**src/rtl/intadd_wb_if.sv**
```systemverilog
// Register-file write port driven by the integer-adder writeback stage.
interface intadd_wb_if #(
  parameter int ADDR_W = 5,
  parameter int DATA_W = 128
);
  logic              rf_wr_en;
  logic [ADDR_W-1:0] rf_wr_addr;
  logic [DATA_W-1:0] rf_wr_data;
  logic              rf_wr_ready;

  modport master (output rf_wr_en, rf_wr_addr, rf_wr_data, input rf_wr_ready);
  modport slave  (input rf_wr_en, rf_wr_addr, rf_wr_data, output rf_wr_ready);
endinterface

```
**src/rtl/intadd_wb.sv**
```systemverilog
// Writeback stage behind the SIMD integer adder: capture, result FIFO, RF write drain.
// Optional INTADD_WB_BYPASS_EN: write straight through when the FIFO and the drain are idle.
module intadd_wb #(
  parameter  int DEPTH  = 4,
  parameter  int ADDR_W = 5,
  parameter  int DATA_W = 128,
  localparam int PTR_W  = $clog2(DEPTH),
  localparam int CNT_W  = $clog2(DEPTH) + 1
) (
  input  logic               clk,
  input  logic               rst_n,
  input  logic [10:0]        cru_intadd,
  input  logic [ADDR_W-1:0]  dst0_addr,
  input  logic [ADDR_W-1:0]  dst1_addr,
  input  logic [DATA_W-1:0]  dst_reg0,
  input  logic [DATA_W-1:0]  dst_reg1,
  input  logic [DATA_W-1:0]  st,
  output logic               issue_stall,
  intadd_wb_if.master        rf,
  input  logic               st_clr,
  output logic [DATA_W-1:0]  st_sticky,
  output logic [CNT_W-1:0]   fifo_cnt,
  output logic               ovf_err
);

  // state | meaning
  // IDLE  | nothing being written
  // WR0   | writing addr0/dst_reg0 of the FIFO head
  // WR1   | writing addr1/dst_reg1 of the FIFO head (dual-beat entries)
  typedef enum logic [1:0] {IDLE, WR0, WR1} state_t;

  logic              inst_valid, update_st, prec_ok, accept;
  logic [1:0]        prec_s0;
  logic              unused_cru;

  logic              pend_valid_q, pend_dual_q, pend_upd_q;
  logic [ADDR_W-1:0] pend_addr0_q, pend_addr1_q;

  logic              ent_dual  [DEPTH];
  logic [ADDR_W-1:0] ent_addr0 [DEPTH];
  logic [ADDR_W-1:0] ent_addr1 [DEPTH];
  logic [DATA_W-1:0] ent_d0    [DEPTH];
  logic [DATA_W-1:0] ent_d1    [DEPTH];

  logic [PTR_W-1:0]  wr_ptr_q, rd_ptr_q;
  logic [CNT_W-1:0]  cnt_q, cnt_nxt, occ;
  logic [DATA_W-1:0] st_q;
  logic              ovf_q;

  state_t            state_q;
  logic              en_q;
  logic              head_dual, push, pop;
  logic              byp_act, byp_skip, byp_dual;

  assign inst_valid = cru_intadd[10];
  assign prec_s0    = cru_intadd[9:8];
  assign update_st  = cru_intadd[0];
  assign unused_cru = ^cru_intadd[7:1];

  assign prec_ok     = (prec_s0 == 2'b00) || (prec_s0 == 2'b11);
  assign occ         = cnt_q + CNT_W'(pend_valid_q);
  assign issue_stall = occ >= CNT_W'(DEPTH - 1);
  assign accept      = inst_valid && !issue_stall;

  assign head_dual = ent_dual[rd_ptr_q];

`ifdef INTADD_WB_BYPASS_EN
  // Result arriving into an idle, empty stage goes straight to the write port.
  assign byp_act = pend_valid_q && (cnt_q == '0) && (state_q == IDLE);
`else
  assign byp_act = 1'b0;
`endif
  assign byp_skip = byp_act && rf.rf_wr_ready && !pend_dual_q;
  assign byp_dual = byp_act && rf.rf_wr_ready && pend_dual_q;

  assign push = pend_valid_q && !byp_skip;
  assign pop  = en_q && rf.rf_wr_ready && ((state_q == WR1) || !head_dual);

  always_comb begin
    cnt_nxt = cnt_q;
    if (push && !pop)
      cnt_nxt = cnt_q + CNT_W'(1);
    else if (pop && !push)
      cnt_nxt = cnt_q - CNT_W'(1);
  end

  always_ff @(posedge clk) begin
    if (push) begin
      ent_dual[wr_ptr_q]  <= pend_dual_q;
      ent_addr0[wr_ptr_q] <= pend_addr0_q;
      ent_addr1[wr_ptr_q] <= pend_addr1_q;
      ent_d0[wr_ptr_q]    <= dst_reg0;
      ent_d1[wr_ptr_q]    <= dst_reg1;
    end
  end

  always_ff @(posedge clk or negedge rst_n) begin
    if (!rst_n) begin
      pend_valid_q <= 1'b0;
      pend_dual_q  <= 1'b0;
      pend_upd_q   <= 1'b0;
      pend_addr0_q <= '0;
      pend_addr1_q <= '0;
      wr_ptr_q     <= '0;
      rd_ptr_q     <= '0;
      cnt_q        <= '0;
      st_q         <= '0;
      ovf_q        <= 1'b0;
    end else begin
      pend_valid_q <= accept && prec_ok;
      if (accept) begin
        pend_dual_q  <= (prec_s0 == 2'b00);
        pend_upd_q   <= update_st;
        pend_addr0_q <= dst0_addr;
        pend_addr1_q <= dst1_addr;
      end
      if ((inst_valid && issue_stall) || (accept && !prec_ok))
        ovf_q <= 1'b1;
      if (push)
        wr_ptr_q <= wr_ptr_q + PTR_W'(1);
      if (pop)
        rd_ptr_q <= rd_ptr_q + PTR_W'(1);
      cnt_q <= cnt_nxt;
      // Status follows the adder result even when the bypass path skips storage.
      if (pend_valid_q)
        st_q <= (st_clr ? '0 : st_q) | (pend_upd_q ? st : '0);
      else if (st_clr)
        st_q <= '0;
    end
  end

  always_ff @(posedge clk or negedge rst_n) begin
    if (!rst_n) begin
      state_q <= IDLE;
      en_q    <= 1'b0;
    end else begin
      case (state_q)
        IDLE: begin
          if (byp_dual) begin
            state_q <= WR1;
            en_q    <= 1'b1;
          end else if (cnt_nxt != '0) begin
            state_q <= WR0;
            en_q    <= 1'b1;
          end
        end
        WR0: begin
          if (rf.rf_wr_ready) begin
            if (head_dual) begin
              state_q <= WR1;
              en_q    <= 1'b1;
            end else if (cnt_nxt != '0) begin
              state_q <= WR0;
              en_q    <= 1'b1;
            end else begin
              state_q <= IDLE;
              en_q    <= 1'b0;
            end
          end
        end
        WR1: begin
          if (rf.rf_wr_ready) begin
            if (cnt_nxt != '0) begin
              state_q <= WR0;
              en_q    <= 1'b1;
            end else begin
              state_q <= IDLE;
              en_q    <= 1'b0;
            end
          end
        end
        default: begin
          state_q <= IDLE;
          en_q    <= 1'b0;
        end
      endcase
    end
  end

  assign rf.rf_wr_en   = en_q | byp_act;
  assign rf.rf_wr_addr = byp_act           ? pend_addr0_q        :
                         !en_q             ? '0                  :
                         (state_q == WR1)  ? ent_addr1[rd_ptr_q] : ent_addr0[rd_ptr_q];
  assign rf.rf_wr_data = byp_act           ? dst_reg0            :
                         !en_q             ? '0                  :
                         (state_q == WR1)  ? ent_d1[rd_ptr_q]    : ent_d0[rd_ptr_q];

  assign st_sticky = st_q;
  assign fifo_cnt  = cnt_q;
  assign ovf_err   = ovf_q;

  a_no_overflow: assert property (@(posedge clk) disable iff (!rst_n)
    !(push && (cnt_q == CNT_W'(DEPTH))));

endmodule

```
**src/flat_wrapper.sv**
```systemverilog
// flat-port wrapper written by rule: the top's interface ports become plain ports
module intadd_wb_flat 
#(
  parameter  int DEPTH  = 4,
  parameter  int ADDR_W = 5,
  parameter  int DATA_W = 128,
  localparam int PTR_W  = $clog2(DEPTH),
  localparam int CNT_W  = $clog2(DEPTH) + 1
)
  (clk, rst_n, cru_intadd, dst0_addr, dst1_addr, dst_reg0, dst_reg1, st, issue_stall, st_clr, st_sticky, fifo_cnt, ovf_err, rf_rf_wr_en, rf_rf_wr_addr, rf_rf_wr_data, rf_rf_wr_ready);
  intadd_wb_if #(.ADDR_W(ADDR_W), .DATA_W(DATA_W)) rf_i ();
  input  logic clk;
  input  logic rst_n;
  input  logic [10:0] cru_intadd;
  input  logic [ADDR_W-1:0] dst0_addr;
  input  logic [ADDR_W-1:0] dst1_addr;
  input  logic [DATA_W-1:0] dst_reg0;
  input  logic [DATA_W-1:0] dst_reg1;
  input  logic [DATA_W-1:0] st;
  output logic issue_stall;
  input  logic st_clr;
  output logic [DATA_W-1:0] st_sticky;
  output logic [CNT_W-1:0] fifo_cnt;
  output logic ovf_err;
  output wire logic [$bits(rf_i.rf_wr_en)-1:0] rf_rf_wr_en;
  output wire logic [$bits(rf_i.rf_wr_addr)-1:0] rf_rf_wr_addr;
  output wire logic [$bits(rf_i.rf_wr_data)-1:0] rf_rf_wr_data;
  input wire logic [$bits(rf_i.rf_wr_ready)-1:0] rf_rf_wr_ready;
  assign rf_rf_wr_en = rf_i.rf_wr_en;
  assign rf_rf_wr_addr = rf_i.rf_wr_addr;
  assign rf_rf_wr_data = rf_i.rf_wr_data;
  assign rf_i.rf_wr_ready = rf_rf_wr_ready;
  intadd_wb #(.DEPTH(DEPTH), .ADDR_W(ADDR_W), .DATA_W(DATA_W)) u_core (.clk(clk), .rst_n(rst_n), .cru_intadd(cru_intadd), .dst0_addr(dst0_addr), .dst1_addr(dst1_addr), .dst_reg0(dst_reg0), .dst_reg1(dst_reg1), .st(st), .issue_stall(issue_stall), .rf(rf_i), .st_clr(st_clr), .st_sticky(st_sticky), .fifo_cnt(fifo_cnt), .ovf_err(ovf_err));
endmodule
```
**config.mk**
```make
export PLATFORM = sky130hd
export DESIGN_NAME = intadd_wb_flat
export DESIGN_NICKNAME = d
export VERILOG_FILES = /design/src/rtl/intadd_wb_if.sv /design/src/rtl/intadd_wb.sv /design/src/flat_wrapper.sv
export SDC_FILE = /design/constraint.sdc
export NUM_CORES = 1
export LEC_CHECK = 0
export ABC_AREA = 1
export BUFFER_PORTS_ARGS = -buffer_cell sky130_fd_sc_hd__clkbuf_2
export CAP_MARGIN = 25
export CORE_MARGIN = 4
export CORE_UTILIZATION = 25
export CTS_BUF_LIST = sky130_fd_sc_hd__clkbuf_4 sky130_fd_sc_hd__clkbuf_8 sky130_fd_sc_hd__clkbuf_16
export DETAILED_ROUTE_END_ITERATION = 7
export HOLD_SLACK_MARGIN = 0.05
export SETUP_SLACK_MARGIN = 0.15
export SYNTH_ARGS = -nofsm -noshare
export SYNTH_HDL_FRONTEND = slang
export SYNTH_SLANG_ARGS = --single-unit
```
**constraint.sdc**
```tcl
create_clock -name clk -period 19.88 [get_ports clk]
set_clock_uncertainty 0.05 [all_clocks]
set_input_delay 3.976 -clock clk [delete_from_list [all_inputs] [get_ports clk]]
set_output_delay 3.976 -clock clk [all_outputs]
set_load 0.05 [all_outputs]
```
; ---- Yosys cells after proc, flatten, opt, wreduce, memory -nomap -nowiden
; Memories as Yosys holds them, arrays and structs flattened.
; Index checks and enable logic that the tools add are counted.
[word_totals]
ff_bits = 152
mem_bits_rw = 1068
output_inout_bits = 267
elab_cells = 73
memories = 5
[op_classes]
add_sub_neg = 5
magnitude_cmp = 1
eq_ne = 6
muxes = 23
bitwise = 1
reduce_logical = 20
[memory_table]
columns = name, depth, word_bits, rd, rd_clocked_by_memory_dff, wr, line
row1 = u_core.ent_d0, 4, 128, 1, 0, 1, intadd_wb.sv:42  ; logic [DATA_W-1:0] ent_d0 [DEPTH];
row2 = u_core.ent_d1, 4, 128, 1, 0, 1, intadd_wb.sv:43  ; logic [DATA_W-1:0] ent_d1 [DEPTH];
row3 = u_core.ent_addr0, 4, 5, 1, 0, 1, intadd_wb.sv:40  ; logic [ADDR_W-1:0] ent_addr0 [DEPTH];
row4 = u_core.ent_addr1, 4, 5, 1, 0, 1, intadd_wb.sv:41  ; logic [ADDR_W-1:0] ent_addr1 [DEPTH];
row5 = u_core.ent_dual, 4, 1, 1, 0, 1, intadd_wb.sv:39  ; logic ent_dual [DEPTH];
[ops]
columns = cell, count
row1 = 128-bit 2-to-1 mux, 5
row2 = 128-bit bitwise OR, 1
row3 = 5-bit 2-to-1 mux, 2
row4 = 1-bit logical AND, 8
row5 = 1-bit 2-to-1 mux, 8
row6 = 2-bit 2-to-1 mux, 4
row7 = 3-bit 2-to-1 mux, 2
row8 = 2-bit case mux with 3 select lines, 1
row9 = 1-bit logical NOT, 5
row10 = 2-bit by 1-bit adder with 2-bit output (second input constant), 2
row11 = 2-bit equality test (second input constant), 2
row12 = 2-bit logical NOT, 2
row13 = 2-bit != test (second input constant), 2
row14 = 3-bit by 1-bit adder with 3-bit output, 1
row15 = 3-bit by 1-bit adder with 3-bit output (second input constant), 1
row16 = 3-bit by 2-bit greater-or-equal comparator with 1-bit output (second input constant), 1
row17 = 1-bit logical OR, 3
row18 = 1-bit case mux with 3 select lines, 1
row19 = 3-bit AND reduction, 1
row20 = 3-bit nonzero test, 1
row21 = 3-bit by 1-bit subtractor with 3-bit output (second input constant), 1
row22 = 2-bit by 1-bit equality test with 1-bit output (second input constant), 1
row23 = 2-bit by 1-bit != test with 1-bit output (second input constant), 1

; ---- Depth between registers and ports, before layout
; An unclocked memory read counts as a cell.
[logic_depth]
ltp_word = 12
depth_mapped = 15

; ---- Worst setup path after synthesis
; OpenSTA, ideal clock, no wires.
[synth_path]
path_kind = register -> register
start = register u_core.pend_valid_q
end = memory u_core.ent_addr0[0][0], enable pin
setup_ps = 618
arrival_time_ps = 6056
required_ps = 19212
slack_ps = 13155
stages_incl_launch_ff = 5
path_buffers = 2
synth_period_minus_slack_ps = 6725
path_cell_list = dfrtp_1 buf_2 clkbuf_1 nand2_1 inv_1
[synth_between]
elab_chain_cells = 2
[synth_lines]
columns = item, line
row1 = "start, declared", intadd_wb.sv:36  ; logic pend_valid_q, pend_dual_q, pend_upd_q;
row2 = "start signal, assigned", intadd_wb.sv:110  ; pend_valid_q <= accept && prec_ok;
row3 = 1-bit 2-to-1 mux, intadd_wb.sv:88  ; if (push) begin
row4 = 1-bit 2-to-1 mux (not written as such), intadd_wb.sv:90  ; ent_addr0[wr_ptr_q] <= pend_addr0_q;
row5 = "end, declared", intadd_wb.sv:40
; Every way passes these cells.

; ---- Worst setup path after layout
[layout_path]
start = register u_core.rd_ptr_q[0]
end = output rf_rf_wr_data[103]
[layout_between]
elab_chain_cells = 3
elab_cells_between_ends = 4
cone_classes = 2 x mux / 2 x memory
[layout_lines]
columns = item, line
row1 = "start, declared", intadd_wb.sv:45  ; logic [PTR_W-1:0] wr_ptr_q, rd_ptr_q;
row2 = "start signal, assigned", intadd_wb.sv:122  ; rd_ptr_q <= rd_ptr_q + PTR_W'(1);
row3 = memory read 4 x 128 bit (on tied branches), -
row4 = 128-bit 2-to-1 mux (*), intadd_wb.sv:186  ; (state_q == WR1) ? ent_d1[rd_ptr_q] : ent_d0[rd_ptr_q];
row5 = 128-bit 2-to-1 mux (*), intadd_wb.sv:185  ; !en_q ? '0 :
row6 = "end, declared", flat_wrapper.sv:27  ; output wire logic [$bits(rf_i.rf_wr_data)-1:0] rf_rf_wr_data;
; Mark *: on every way between the ends. The rest lies on a longest branch, timed or not.

==> out/qor.tcl <==
set qor(run_status) {finished clean}
set qor(postSynthRegisterBits) 1220
set qor(worst_r2r_startpoint) {u_core.wr_ptr_q[0]$_DFFE_PN0P_}
set qor(clk_path_buf_depth) 3
set qor(detail_route.vias_per_cell) 4.505
set qor(post_cts_clock_slew_at_the_launch_and_capture_registers_of_the_worst_setup_and_hold_paths_ps) 60
set qor(hp-start) {u_core.ovf_err$_DFFE_PN0P_}
set qor(buffers_inverters_on_critical_path) 4
set qor(core_region_area_um2) 188200
set qor(vias_in_the_first_global_route) 30670
set qor(row_count) 159
set qor(first_pass_grt_wire_length_um) 197500
set qor(dieHeight_um) 443.3
set qor(count_of_nets_after_finishing) 4735
set qor(number_of_max_slew_violations_in_the_final_report) 0
set qor(synth_cells) 3733
set qor(timing.final.crit_period_ps) 9421
set qor(tritoncts.num_buffers) 138
set qor(cts_resized) 0
set qor(grt_max_degree) 162
set qor(max_stage_delay_ps) 980
set qor(antenna_found_initial) 33
set qor(fin_ws_ps) 10460
set qor(holdBufCountCts) 0
set qor(timing.critical_path.fanout_max) 161
set qor(numClockSinks) 1220
set qor(gpl.final_weighted_congestion) 0.8370
set qor(max_clock_freq_mhz) 106.1
set qor(irDropWorstVdd_mv) 0.1059
set qor(total_leakage_power_nw) 20.42
set qor(grt-ovfl-total) 0
set qor(grt_use_total_pct) 13.19
set qor(place.port_buffers) 668
set qor(synth.net_count) 4151
set qor(wl_per_cell_um) 19.44
set qor(start_kind) {flop}
set qor(cts_tree) {built}
set qor(final_layout_size_suffix_gt1_share_pct) 21.80
set qor(crit_type) {flop to output pin}
set qor(setup_violations) 0
set qor(final_design_area_no_fill_um2) 57790
set qor(dpl-instance-area_um2) 53200
set qor(detailedRoute.firstIterationViolations) 2012
set qor(slew-limit-headroom_pct) 20.50
set qor(finalSetupTns_ps) 0
set qor(crit_end_element) {output pin}
set qor(avgSynthCellArea_um2) 12.69
set qor(layout_common_cells) {edfxtp_1, nor2_1, o21ai_0}
set qor(yosysUniqueCellTypes) 29
set qor(path_delay_family) {buffers and inverters}
set qor(pwr_density_cell_nw_per_um2) 156.0
set qor(firstDrtPassIters) 5
set qor(grt.met3_usage_pct) 3.183
set qor(fp.dieArea_um2) 196500
set qor(fin_worst_hold_slack_ps) 416.9
set qor(rsz0062_at_grt) {no}
set qor(cap_violations) 0
set qor(met1_usage_pct) 15.09
set qor(tightestPinTransition_ps) 1192
set qor(synth_seq_area_share_pct) 75.72
set qor(post-cts-setup-buffers) 0
set qor(dp.final_hpwl_um) 79580
set qor(area_growth_syn_to_layout_pct) 21.98
set qor(postRouteAntennaNets) 0
set qor(drc) 0
set qor(gr-usage-met2_pct) 23.32
set qor(htree_num_levels) 4
set qor(synthesis.yosys.warnings) 0
set qor(top_usage_layer) {met2}
set qor(worstSetupStartpoint) {u_core.rd_ptr_q[0]$_DFFE_PN0P_}
set qor(timing.final.crit_share_pct) 47.39
set qor(synth.cell_area_um2) 47380
set qor(crit_path_top_delay_cell) {dfrtp_4}
set qor(timing.hold.worst.class) {flop to flop}
set qor(num_vias) 31280
set qor(hold_viol) 0
set qor(post-place-ws_ps) 11150
set qor(postLayoutCoreUtil_pct) 30.71
set qor(ios) 676
set qor(clock_latency_reported_for_the_late_side_of_the_worst_skew_pair_ps) 780
set qor(crit_required_ps) 15850
set qor(layout_commonest_cell) {edfxtp_1}
set qor(arrival_ps) 5390
set qor(timing.critical_path.cells) {buf_12 -> buf_4 -> buf_4 -> o21ai_0 -> o22ai_1 -> o21ai_0 -> a31oi_1 -> clkbuf_2}
set qor(cts_root_buffer) {clkbuf_16}
set qor(routed_wirelength_um) 134900
set qor(floorplan.initialDensity_pct) 25.17
set qor(chipWidth_um) 443.3
cell usage after synthesis:
library cell / instances / area, µm²
a21oi_1: 2 / 10.01
a21oi_2: 1 / 8.760
a31oi_1: 133 / 832.1
buf_1: 22 / 82.58
buf_2: 41 / 205.2
buf_6: 1 / 11.26
clkbuf_1: 203 / 762.0
dfrtp_1: 152 / 3804
edfxtp_1: 1068 / 32070
ha_1: 9 / 112.6
inv_1: 147 / 551.8
inv_2: 3 / 11.26
nand2_1: 61 / 229.0
nand2_2: 7 / 43.79
nand2_4: 2 / 22.52
nand3_1: 137 / 685.7
nand3_2: 1 / 10.01
nand3_4: 1 / 17.52
nand4_1: 2 / 12.51
nor2_1: 803 / 3014
nor2_2: 1 / 6.260
o2111ai_1: 1 / 8.760
o21ai_0: 755 / 3779
o21ai_1: 41 / 205.2
o22ai_1: 133 / 832.1
or2_0: 1 / 6.260
or2_2: 1 / 6.260
xnor2_1: 1 / 8.760
xor2_1: 3 / 26.28
metal layers:
metal	up-vias	wire (µm)
met3	229	7403
met5	-	54
li1	14730	-
met1	15440	52390
met2	877	70260
met4	8	4826
cell families (layout without fill, tap and decap cells):
family	Yosys count	after routing	synth area share [%]
flops	1220	1220	75.72
fa+ha+maj	9	9	0.2377
xor+xnor	4	4	0.07396
compound gates	1066	1066	11.98
other cells	0	22	0
simple gates	1017	1017	8.557
buf+inv	417	1110	3.428
tightest hold or removal path, stage by stage (launching register included):
cell and delay (ps):
dfrtp_1 340, inv_1 40, nand2_1 50
state kept, by name (all words and copies together) (netlist names):
signal               cells
u_core.fifo_cnt          3
u_core.st_sticky       128
u_core.pend_addr1_q      5
u_core.ent_dual          4
u_core.rd_ptr_q          2
u_core.ent_d0          512
u_core.ovf_err           1
u_core.state_q           2
u_core.pend_addr0_q      5
u_core.ent_addr1        20
u_core.pend_dual_q       1
u_core.ent_d1          512
u_core.pend_upd_q        1
u_core.wr_ptr_q          2
u_core.rf.rf_wr_en       1
u_core.pend_valid_q      1
u_core.ent_addr0        20
final timing paths:
kind	to	slack [ps]	depth (start not counted)
worst max-delay path	rf_rf_wr_data[103]	10460	8
worst min-delay path	u_core.ovf_err$_DFFE_PN0P_	420	2
worst max register to register	u_core.ent_d0[2][123]$_DFFE_PP_	16420	6
worst min register to register	u_core.ovf_err$_DFFE_PN0P_	420	2
max in group asynchronous	u_core.st_sticky[23]$_DFF_PN0_	15210	2
min in group asynchronous	u_core.st_sticky[65]$_DFF_PN0_	3230	1
where the power goes:
part | leakage (nW) | internal, mW | switching [mW] | total (mW)
sequential | 11.7 | 3.12 | 0.165 | 3.28
clock | 2.20 | 1.40 | 1.06 | 2.46
combinational | 6.52 | 0.742 | 2.53 | 3.27
stage by stage:
| step | cells | total power, mW |
|---|---|---|
| 6_report | 6943 | 9.013 |
| 5_1_grt | 6941 | 9.514 |
| 4_1_cts | 6918 | 9.160 |
| 3_5_place_dp | 6669 | 6.660 |
| 3_3_place_gp | 6669 | 6.631 |
| 2_1_floorplan | 3733 | 5.669 |
final cells by class:
cell class / instances / area, µm²
timing repair buffer: 711 / 3775
fill: 18930 / 130400
inverter: 150 / 608.1
clock buffer: 175 / 3792
antenna: 22 / 55.05
multi-input combinational: 2096 / 9879
sequential: 1220 / 35890
clock inverter: 74 / 661.9
tap: 2495 / 3122
Note: power is estimated with default switching activity, not from simulation.
